--- src/rtl/rob_multi_commit_if.sv ---
// Bus bundle between the reorder buffer and the decoder / result buses / architectural side.
// The parameters must match the ones given to rob_multi_commit.
interface rob_multi_commit_if #(
  parameter int TAG_W    = 5,
  parameter int COMMIT_W = 2,
  parameter int DATA_W   = 32,
  parameter int REG_W    = 5
) ();
  logic                                in_ena;
  logic                                in_alloc_ena;
  logic [1:0]                          in_alloc_kind;
  logic [REG_W-1:0]                    in_alloc_dest;
  logic [DATA_W-1:0]                   in_alloc_pc;
  logic                                in_alloc_pred_taken;
  logic [TAG_W-1:0]                    out_alloc_tag;
  logic                                out_alloc_ok;
  logic [TAG_W-1:0]                    in_cdb_tag;
  logic [DATA_W-1:0]                   in_cdb_value;
  logic                                in_cdb_jump;
  logic [DATA_W-1:0]                   in_cdb_jump_addr;
  logic [TAG_W-1:0]                    in_ls_tag;
  logic [DATA_W-1:0]                   in_ls_value;
  logic [TAG_W-1:0]                    in_q_tag1, in_q_tag2;
  logic                                out_q_ready1, out_q_ready2;
  logic [DATA_W-1:0]                   out_q_value1, out_q_value2;
  logic [COMMIT_W-1:0][REG_W-1:0]      out_wr_reg;
  logic [COMMIT_W-1:0][TAG_W-1:0]      out_wr_tag;
  logic [COMMIT_W-1:0][DATA_W-1:0]     out_wr_value;
  logic [TAG_W-1:0]                    out_store_tag;
  logic                                out_bp_ena;
  logic [DATA_W-1:0]                   out_bp_pc;
  logic                                out_bp_taken;
  logic                                out_misbranch;
  logic [DATA_W-1:0]                   out_redirect_pc;
  logic [TAG_W:0]                      out_count;

  modport master (
    output in_ena, in_alloc_ena, in_alloc_kind, in_alloc_dest, in_alloc_pc, in_alloc_pred_taken,
           in_cdb_tag, in_cdb_value, in_cdb_jump, in_cdb_jump_addr, in_ls_tag, in_ls_value,
           in_q_tag1, in_q_tag2,
    input  out_alloc_tag, out_alloc_ok, out_q_ready1, out_q_ready2, out_q_value1, out_q_value2,
           out_wr_reg, out_wr_tag, out_wr_value, out_store_tag, out_bp_ena, out_bp_pc,
           out_bp_taken, out_misbranch, out_redirect_pc, out_count
  );
  modport slave (
    input  in_ena, in_alloc_ena, in_alloc_kind, in_alloc_dest, in_alloc_pc, in_alloc_pred_taken,
           in_cdb_tag, in_cdb_value, in_cdb_jump, in_cdb_jump_addr, in_ls_tag, in_ls_value,
           in_q_tag1, in_q_tag2,
    output out_alloc_tag, out_alloc_ok, out_q_ready1, out_q_ready2, out_q_value1, out_q_value2,
           out_wr_reg, out_wr_tag, out_wr_value, out_store_tag, out_bp_ena, out_bp_pc,
           out_bp_taken, out_misbranch, out_redirect_pc, out_count
  );
endinterface

--- src/rtl/rob_multi_commit.sv ---
// Reorder buffer with 1- or 2-wide in-order commit, CDB/LS query bypass and self-squash on misprediction.
// Entries live at slots 1..DEPTH; tag == slot index, tag 0 means "none".
module rob_multi_commit #(
  parameter int DEPTH    = 16,
  parameter int TAG_W    = 5,
  parameter int COMMIT_W = 2,
  parameter int DATA_W   = 32,
  parameter int REG_W    = 5
) (
  input logic              clk,
  input logic              rst_n,
  rob_multi_commit_if.slave rob
);
  localparam int CW = TAG_W + 1;
  localparam logic [1:0] K_REG = 2'd0, K_BR = 2'd1, K_JALR = 2'd2, K_ST = 2'd3;

  function automatic logic [TAG_W-1:0] nxt(input logic [TAG_W-1:0] p);
    return (p == TAG_W'(DEPTH)) ? TAG_W'(1) : p + TAG_W'(1);
  endfunction

  logic [1:0]        r_kind  [0:DEPTH];
  logic [REG_W-1:0]  r_dest  [0:DEPTH];
  logic [DATA_W-1:0] r_pc    [0:DEPTH];
  logic [DATA_W-1:0] r_data  [0:DEPTH];
  logic [DATA_W-1:0] r_jaddr [0:DEPTH];
  logic [DEPTH:0]    r_ready, r_jump, r_pred;
  logic [TAG_W-1:0]  r_head, r_tail;
  logic [CW-1:0]     r_count;

  logic [COMMIT_W-1:0][REG_W-1:0]  r_wr_reg,   w_wr_reg;
  logic [COMMIT_W-1:0][TAG_W-1:0]  r_wr_tag,   w_wr_tag;
  logic [COMMIT_W-1:0][DATA_W-1:0] r_wr_value, w_wr_value;
  logic [TAG_W-1:0]  r_store_tag, w_store_tag;
  logic              r_bp_ena, w_bp_ena, r_bp_taken, w_bp_taken, r_mis, w_mis;
  logic [DATA_W-1:0] r_bp_pc, w_bp_pc, r_redirect, w_redirect;

  logic [COMMIT_W-1:0][TAG_W-1:0] w_ent;
  logic [COMMIT_W-1:0]            w_cm;
  logic [1:0]                     w_ncommit;
  logic [TAG_W-1:0]               w_head_nxt;
  logic                           w_alloc;

  assign w_alloc  = rob.in_alloc_ena && (r_count != CW'(DEPTH));
  assign w_ent[0] = r_head;
  assign w_cm[0]  = (r_count != '0) && r_ready[r_head];

  // Second slot only behind a plain register write, so branch/jalr/store always end the group.
  generate if (COMMIT_W == 2) begin : g_slot1
    logic [TAG_W-1:0] w_h1;
    assign w_h1     = nxt(r_head);
    assign w_ent[1] = w_h1;
    assign w_cm[1]  = w_cm[0] && (r_count >= CW'(2)) && r_ready[w_h1] && (r_kind[r_head] == K_REG);
  end endgenerate

  always_comb begin
    w_wr_reg = '0; w_wr_tag = '0; w_wr_value = '0; w_store_tag = '0;
    w_bp_ena = 1'b0; w_bp_pc = '0; w_bp_taken = 1'b0; w_mis = 1'b0; w_redirect = '0;
    w_ncommit = '0; w_head_nxt = r_head;
    for (int s = 0; s < COMMIT_W; s++) begin
      if (w_cm[s]) begin
        w_ncommit  = w_ncommit + 2'd1;
        w_head_nxt = nxt(w_head_nxt);
        case (r_kind[w_ent[s]])
          K_REG: begin
            w_wr_reg[s] = r_dest[w_ent[s]]; w_wr_tag[s] = w_ent[s]; w_wr_value[s] = r_data[w_ent[s]];
          end
          K_ST: w_store_tag = w_ent[s];
          K_BR: begin
            w_bp_ena = 1'b1; w_bp_pc = r_pc[w_ent[s]]; w_bp_taken = r_jump[w_ent[s]];
            if (r_jump[w_ent[s]] != r_pred[w_ent[s]]) begin
              w_mis = 1'b1; w_redirect = r_jaddr[w_ent[s]];
            end
          end
          default: begin
            w_wr_reg[s] = r_dest[w_ent[s]]; w_wr_tag[s] = w_ent[s]; w_wr_value[s] = r_data[w_ent[s]];
            w_bp_ena = 1'b1; w_bp_pc = r_pc[w_ent[s]]; w_bp_taken = 1'b1;
            w_mis = 1'b1; w_redirect = r_jaddr[w_ent[s]];
          end
        endcase
      end
    end
  end

  always_ff @(posedge clk) begin
    if (!rst_n) begin
      r_head <= TAG_W'(1); r_tail <= TAG_W'(1); r_count <= '0; r_ready <= '0;
      r_wr_reg <= '0; r_wr_tag <= '0; r_wr_value <= '0; r_store_tag <= '0;
      r_bp_ena <= 1'b0; r_bp_pc <= '0; r_bp_taken <= 1'b0; r_mis <= 1'b0; r_redirect <= '0;
    end else if (rob.in_ena) begin
      r_wr_reg <= w_wr_reg; r_wr_tag <= w_wr_tag; r_wr_value <= w_wr_value; r_store_tag <= w_store_tag;
      r_bp_ena <= w_bp_ena; r_bp_pc <= w_bp_pc; r_bp_taken <= w_bp_taken;
      r_mis <= w_mis; r_redirect <= w_redirect;
      r_head <= w_head_nxt;
      if (w_mis) begin
        r_tail <= w_head_nxt; r_count <= '0; r_ready <= '0;
      end else begin
        if (w_alloc) r_tail <= nxt(r_tail);
        r_count <= r_count + CW'(w_alloc) - CW'(w_ncommit);
        for (int i = 1; i <= DEPTH; i++) begin
          if (w_alloc && r_tail == TAG_W'(i)) r_ready[i] <= 1'b0;
          if (rob.in_cdb_tag == TAG_W'(i) || rob.in_ls_tag == TAG_W'(i)) r_ready[i] <= 1'b1;
        end
      end
    end else begin
      // Stalled: state holds, commit pulses fall.
      r_wr_reg <= '0; r_wr_tag <= '0; r_wr_value <= '0; r_store_tag <= '0;
      r_bp_ena <= 1'b0; r_bp_pc <= '0; r_bp_taken <= 1'b0; r_mis <= 1'b0; r_redirect <= '0;
    end
  end

  always_ff @(posedge clk) begin
    if (rst_n && rob.in_ena && !w_mis) begin
      for (int i = 1; i <= DEPTH; i++) begin
        if (w_alloc && r_tail == TAG_W'(i)) begin
          r_kind[i] <= rob.in_alloc_kind; r_dest[i] <= rob.in_alloc_dest;
          r_pc[i] <= rob.in_alloc_pc; r_pred[i] <= rob.in_alloc_pred_taken; r_jump[i] <= 1'b0;
        end
        if (rob.in_cdb_tag == TAG_W'(i)) begin
          r_data[i] <= rob.in_cdb_value; r_jump[i] <= rob.in_cdb_jump; r_jaddr[i] <= rob.in_cdb_jump_addr;
        end
        if (rob.in_ls_tag == TAG_W'(i)) r_data[i] <= rob.in_ls_value;
      end
    end
  end

  logic [TAG_W-1:0]  w_qt [2];
  logic              w_qr [2];
  logic [DATA_W-1:0] w_qv [2];
  assign w_qt[0] = rob.in_q_tag1;
  assign w_qt[1] = rob.in_q_tag2;

  // Results on the buses this cycle win over the stored copy.
  always_comb begin
    for (int q = 0; q < 2; q++) begin
      w_qr[q] = 1'b0; w_qv[q] = '0;
      if (w_qt[q] != '0) begin
        if (rob.in_cdb_tag == w_qt[q])     begin w_qr[q] = 1'b1; w_qv[q] = rob.in_cdb_value; end
        else if (rob.in_ls_tag == w_qt[q]) begin w_qr[q] = 1'b1; w_qv[q] = rob.in_ls_value; end
        else begin w_qr[q] = r_ready[w_qt[q]]; w_qv[q] = r_data[w_qt[q]]; end
      end
    end
  end

  assign rob.out_q_ready1    = w_qr[0];
  assign rob.out_q_value1    = w_qv[0];
  assign rob.out_q_ready2    = w_qr[1];
  assign rob.out_q_value2    = w_qv[1];
  assign rob.out_alloc_tag   = r_tail;
  assign rob.out_alloc_ok    = (CW'(DEPTH) - r_count) >= CW'(2);
  assign rob.out_count       = r_count;
  assign rob.out_wr_reg      = r_wr_reg;
  assign rob.out_wr_tag      = r_wr_tag;
  assign rob.out_wr_value    = r_wr_value;
  assign rob.out_store_tag   = r_store_tag;
  assign rob.out_bp_ena      = r_bp_ena;
  assign rob.out_bp_pc       = r_bp_pc;
  assign rob.out_bp_taken    = r_bp_taken;
  assign rob.out_misbranch   = r_mis;
  assign rob.out_redirect_pc = r_redirect;
endmodule

--- src/flat_wrapper.sv ---
// flat-port wrapper written by rule: the top's interface ports become plain ports
module rob_multi_commit_flat 
#(
  parameter int DEPTH    = 16,
  parameter int TAG_W    = 5,
  parameter int COMMIT_W = 2,
  parameter int DATA_W   = 32,
  parameter int REG_W    = 5
)
  (clk, rst_n, rob_in_ena, rob_in_alloc_ena, rob_in_alloc_kind, rob_in_alloc_dest, rob_in_alloc_pc, rob_in_alloc_pred_taken, rob_in_cdb_tag, rob_in_cdb_value, rob_in_cdb_jump, rob_in_cdb_jump_addr, rob_in_ls_tag, rob_in_ls_value, rob_in_q_tag1, rob_in_q_tag2, rob_out_alloc_tag, rob_out_alloc_ok, rob_out_q_ready1, rob_out_q_ready2, rob_out_q_value1, rob_out_q_value2, rob_out_wr_reg, rob_out_wr_tag, rob_out_wr_value, rob_out_store_tag, rob_out_bp_ena, rob_out_bp_pc, rob_out_bp_taken, rob_out_misbranch, rob_out_redirect_pc, rob_out_count);
  rob_multi_commit_if #(.TAG_W(TAG_W), .COMMIT_W(COMMIT_W), .DATA_W(DATA_W), .REG_W(REG_W)) rob_i ();
  input logic clk;
  input logic rst_n;
  input wire logic [$bits(rob_i.in_ena)-1:0] rob_in_ena;
  input wire logic [$bits(rob_i.in_alloc_ena)-1:0] rob_in_alloc_ena;
  input wire logic [$bits(rob_i.in_alloc_kind)-1:0] rob_in_alloc_kind;
  input wire logic [$bits(rob_i.in_alloc_dest)-1:0] rob_in_alloc_dest;
  input wire logic [$bits(rob_i.in_alloc_pc)-1:0] rob_in_alloc_pc;
  input wire logic [$bits(rob_i.in_alloc_pred_taken)-1:0] rob_in_alloc_pred_taken;
  input wire logic [$bits(rob_i.in_cdb_tag)-1:0] rob_in_cdb_tag;
  input wire logic [$bits(rob_i.in_cdb_value)-1:0] rob_in_cdb_value;
  input wire logic [$bits(rob_i.in_cdb_jump)-1:0] rob_in_cdb_jump;
  input wire logic [$bits(rob_i.in_cdb_jump_addr)-1:0] rob_in_cdb_jump_addr;
  input wire logic [$bits(rob_i.in_ls_tag)-1:0] rob_in_ls_tag;
  input wire logic [$bits(rob_i.in_ls_value)-1:0] rob_in_ls_value;
  input wire logic [$bits(rob_i.in_q_tag1)-1:0] rob_in_q_tag1;
  input wire logic [$bits(rob_i.in_q_tag2)-1:0] rob_in_q_tag2;
  output wire logic [$bits(rob_i.out_alloc_tag)-1:0] rob_out_alloc_tag;
  output wire logic [$bits(rob_i.out_alloc_ok)-1:0] rob_out_alloc_ok;
  output wire logic [$bits(rob_i.out_q_ready1)-1:0] rob_out_q_ready1;
  output wire logic [$bits(rob_i.out_q_ready2)-1:0] rob_out_q_ready2;
  output wire logic [$bits(rob_i.out_q_value1)-1:0] rob_out_q_value1;
  output wire logic [$bits(rob_i.out_q_value2)-1:0] rob_out_q_value2;
  output wire logic [$bits(rob_i.out_wr_reg)-1:0] rob_out_wr_reg;
  output wire logic [$bits(rob_i.out_wr_tag)-1:0] rob_out_wr_tag;
  output wire logic [$bits(rob_i.out_wr_value)-1:0] rob_out_wr_value;
  output wire logic [$bits(rob_i.out_store_tag)-1:0] rob_out_store_tag;
  output wire logic [$bits(rob_i.out_bp_ena)-1:0] rob_out_bp_ena;
  output wire logic [$bits(rob_i.out_bp_pc)-1:0] rob_out_bp_pc;
  output wire logic [$bits(rob_i.out_bp_taken)-1:0] rob_out_bp_taken;
  output wire logic [$bits(rob_i.out_misbranch)-1:0] rob_out_misbranch;
  output wire logic [$bits(rob_i.out_redirect_pc)-1:0] rob_out_redirect_pc;
  output wire logic [$bits(rob_i.out_count)-1:0] rob_out_count;
  assign rob_i.in_ena = rob_in_ena;
  assign rob_i.in_alloc_ena = rob_in_alloc_ena;
  assign rob_i.in_alloc_kind = rob_in_alloc_kind;
  assign rob_i.in_alloc_dest = rob_in_alloc_dest;
  assign rob_i.in_alloc_pc = rob_in_alloc_pc;
  assign rob_i.in_alloc_pred_taken = rob_in_alloc_pred_taken;
  assign rob_i.in_cdb_tag = rob_in_cdb_tag;
  assign rob_i.in_cdb_value = rob_in_cdb_value;
  assign rob_i.in_cdb_jump = rob_in_cdb_jump;
  assign rob_i.in_cdb_jump_addr = rob_in_cdb_jump_addr;
  assign rob_i.in_ls_tag = rob_in_ls_tag;
  assign rob_i.in_ls_value = rob_in_ls_value;
  assign rob_i.in_q_tag1 = rob_in_q_tag1;
  assign rob_i.in_q_tag2 = rob_in_q_tag2;
  assign rob_out_alloc_tag = rob_i.out_alloc_tag;
  assign rob_out_alloc_ok = rob_i.out_alloc_ok;
  assign rob_out_q_ready1 = rob_i.out_q_ready1;
  assign rob_out_q_ready2 = rob_i.out_q_ready2;
  assign rob_out_q_value1 = rob_i.out_q_value1;
  assign rob_out_q_value2 = rob_i.out_q_value2;
  assign rob_out_wr_reg = rob_i.out_wr_reg;
  assign rob_out_wr_tag = rob_i.out_wr_tag;
  assign rob_out_wr_value = rob_i.out_wr_value;
  assign rob_out_store_tag = rob_i.out_store_tag;
  assign rob_out_bp_ena = rob_i.out_bp_ena;
  assign rob_out_bp_pc = rob_i.out_bp_pc;
  assign rob_out_bp_taken = rob_i.out_bp_taken;
  assign rob_out_misbranch = rob_i.out_misbranch;
  assign rob_out_redirect_pc = rob_i.out_redirect_pc;
  assign rob_out_count = rob_i.out_count;
  rob_multi_commit #(.DEPTH(DEPTH), .TAG_W(TAG_W), .COMMIT_W(COMMIT_W), .DATA_W(DATA_W), .REG_W(REG_W)) u_core (.clk(clk), .rst_n(rst_n), .rob(rob_i));
endmodule
--- config.mk ---
export PLATFORM = sky130hd
export DESIGN_NAME = rob_multi_commit_flat
export DESIGN_NICKNAME = d
export VERILOG_FILES = /design/src/rtl/rob_multi_commit_if.sv /design/src/rtl/rob_multi_commit.sv /design/src/flat_wrapper.sv
export SDC_FILE = /design/constraint.sdc
export NUM_CORES = 2
export LEC_CHECK = 0
export CAP_MARGIN = 20
export CELL_PAD_IN_SITES_DETAIL_PLACEMENT = 1
export CELL_PAD_IN_SITES_GLOBAL_PLACEMENT = 1
export CORE_UTILIZATION = 53
export CTS_BUF_LIST = sky130_fd_sc_hd__clkbuf_4 sky130_fd_sc_hd__clkbuf_8 sky130_fd_sc_hd__clkbuf_16
export CTS_CLUSTER_SIZE = 12
export DETAILED_ROUTE_END_ITERATION = 6
export GPL_ROUTABILITY_DRIVEN = 0
export PLACE_DENSITY_LB_ADDON = 0.1
export SETUP_SLACK_MARGIN = 0.1
export SYNTH_ARGS = -nofsm -noshare
export SYNTH_HDL_FRONTEND = slang
export SYNTH_SLANG_ARGS = --single-unit
--- constraint.sdc ---
create_clock -name clk -period 9.55 [get_ports clk]
set_clock_uncertainty 0.1 [all_clocks]
set_input_delay 2.3875 -clock clk [delete_from_list [all_inputs] [get_ports clk]]
set_output_delay 2.3875 -clock clk [all_outputs]
set_load 0.03 [all_outputs]
==> flow_summary.yaml <==
setup_path:
  r2r_start: "u_core.r_head[1]"
  timing.rr.end: "u_core.r_data[12][3]"
  crit_arrival_ns: 6.08
  critical_path_buf_inv_count: 2
  end_kind: "primary output"
  start_kind: "input pin"
  r2r_cells: 17
  path_class: "in -> out"
  rrSetupSlack_ns: 1.62
  cp_slowest_cell: "clkdlybuf4s50_1"
  crit_path_max_incr_delay_ns: 0.81
  critPathTopFamily: "buffers and inverters"
  cpMostUsedCell: "clkdlybuf4s50_1"
  cp_max_fo: 28
  worstPathCellList: "clkdlybuf4s50_1 -> xor2_1 -> nor3_1 -> nand3_4 -> nand2_1 -> o21ai_0 -> a211oi_1 -> clkdlybuf4s50_1"
  worstPathRequired_ns: 7.06
synth:
  syn_nets: 6913
  synth_edf_count: 1680
  ys_seq_elements: 1873
  async_reset_ff_share_pct: 0
  dominantRegCellSynth: "edfxtp_1"
  netlist_area_sq_um: 101000
  yosys_warnings: 2
  ys_seq_area_share_pct: 53.7
  synth_top_area_cell: "edfxtp_1"
  netlist_instances: 6721
  ys_types: 79
  netlist_top_cells_area: "edfxtp_1 50%, mux4_2 21%, mux2_2 6.3%, dfxtp_1 3.8%, mux2i_1 2.8%"
  synth_top_area_share_pct: 49.9
  synth.avg_cell_area_sq_um: 15.0
hold_path:
  hold_depth: 2
  min_path_type: "reg -> reg"
  worstHoldStart: "u_core.rob.out_count[3]"
  holdPathEnd: "u_core.rob.out_count[3]"
clocking:
  post-cts-setup-buffers: 0
  cts_tree: "yes"
  numCtsBuffers: 203
  htree_num_levels: 4
  root_buffer: "clkbuf_16"
  cts.clk_slew.worst_paths_ns: 0.06
  cts_sinks: 1873
  clock_path_buffers: 3
  clock_latency_ns: 0.87
  cts_hold_buffers: 0
  cts.repair.resized: 0
placed_design:
  placed_area_sq_um: 108000
  post-place-ws_ns: 1.15
  io_buffers: 394
  dp_cells: 9127
  dp_hpwl_um: 203000
global_route:
  overflow: 0
  grt_use_total_pct: 36.9
  grt_first_pass_wirelength_um: 513000
  grt_max_degree: 148
  antenna_found_initial: 26
  grt_pass1_vias: 73100
timing:
  slew_headroom_pct: 20.8
  postLayoutSetupSlackWorst_ns: 0.979
  rsz0062_at_grt: "false"
  max_freq_ghz: 0.117
  slew_viol_final: 0
  worst_slew_pin_slew_ns: 1.19
  finalSetupTns_ns: 0
  hold_viol: 0
  fin_crit_sh_pct: 89.8
  period_needed_ns: 8.57
  setup_violations: 0
floorplan:
  start_util_pct: 53.6
  die_h_um: 439
  die_x_um: 439
  core.rowCount: 159
  core_sq_um: 189000
  num_io_pins: 395
  dieArea_sq_um: 193000
power:
  peakVddDrop_mv: 0.176
  power_leakage_uw: 0.0372
  powerDensity_nw_per_um2: 198
  total_power_uw: 22700
detailed_routing:
  wire_per_inst_um: 37.6
  wl_um: 358000
  final_antenna_net_count: 0
  avgViaCountPerCell: 7.38
  drc: 0
  drtPass1Iterations: 5
  drtIter0Drc: 8692
  vias: 70400
run:
  max-cap-violations: 0
run_status:
  outcome: "complete, no violations"
finish:
  fin_nets: 7033
  fin_cells: 9532
  drive_above_1_share_pct: 31.7
  largestRegisters: "u_core.r_data: 512 flops, u_core.r_jaddr: 512 flops, u_core.r_pc: 512 flops"
  fin_area_sq_um: 115000
  final_common_cell: "edfxtp_1"
  area_growth_pct: 13.6
  layout_common_cells: "1680 x edfxtp_1, 932 x mux4_2, 567 x mux2_2"
## synthesized netlist by cell type (all sizes together) (155+ instances only)
cell and instances:
a211oi 271, clkbuf 505, edfxtp 1680, dfxtp 193, nor2 446, buf 180, o21ai 155, nand2 406
mux2i 281, a21oi 290, mux2 649, mux4 932
## tightest hold or removal path: stages (launching register included)
cell and delay (ns):
dfxtp_1 0.34, nand2_1 0.07, a21boi_0 0.09
## layout make-up
type                            instances  area (sq um)
Fill cell                           16900         73700
Sequential cell                      1873         54300
Multi-Input combinational cell       4120         44500
Clock buffer                          303          6000
Timing Repair Buffer                  600          5830
Tap cell                             2495          3120
Clock inverter                         80           876
Inverter                               43           164
Antenna cell                           18          45.0
## report_power, final
part           leakage [uW]  total [uW]  internal, uW  switching (uW)
clock               0.00347        8110          4670            3430
combinational        0.0171        5380          2310            3070
sequential           0.0167        9200          9020             182
## worst max-delay path by stage
stage | slack (ns) | cells past startpoint | to | from
after floorplan | 1.73 | 11 | rob_out_q_value2[22] | rob_in_q_tag2[1]
after global placement | 1.09 | 8 | rob_out_q_value2[24] | rob_in_ls_tag[3]
after detailed placement | 1.15 | 6 | rob_out_q_value1[24] | rob_in_cdb_tag[0]
after CTS | 1.12 | 6 | rob_out_q_value1[24] | rob_in_cdb_tag[0]
after global routing | 0.96 | 11 | rob_out_q_value1[10] | rob_in_q_tag1[1]
final | 0.98 | 8 | rob_out_q_value2[24] | rob_in_ls_tag[3]
## per-layer routing
metal  routed length, um  part of all wire [%]  vias to the layer above  global-route usage, %
li1                    -                     -                    27700                      -
met1              131000                    37                    37100                   48.2
met2              172000                    48                     4627                   58.8
met3               36500                    10                      985                   7.65
met4               18300                   5.1                       18                   18.5
met5                 100                 0.028                        -                      0
## through the flow
stage | hold WS [ns] | util [%]
after global placement | 0.411 | 57.2
after global routing | 0.476 | 60.9
after detailed placement | 0.442 | 57.2
after CTS | 0.453 | 60.8
after floorplan | 0.377 | -
final | 0.455 | 60.9
## cell families after synthesis
| kind of cell | share of synthesized area (%) |
|---|---|
| xor gates and xnor gates | 0.309 |
| buffers and inverters | 2.86 |
| AOI/OAI and AO/OA | 7.33 |
| DFF | 53.7 |
| muxes | 30.9 |
| adders and majority gates | 0.391 |
| and+or+nand+nor | 4.51 |
No activity file was read; power rests on OpenSTA's default activity.
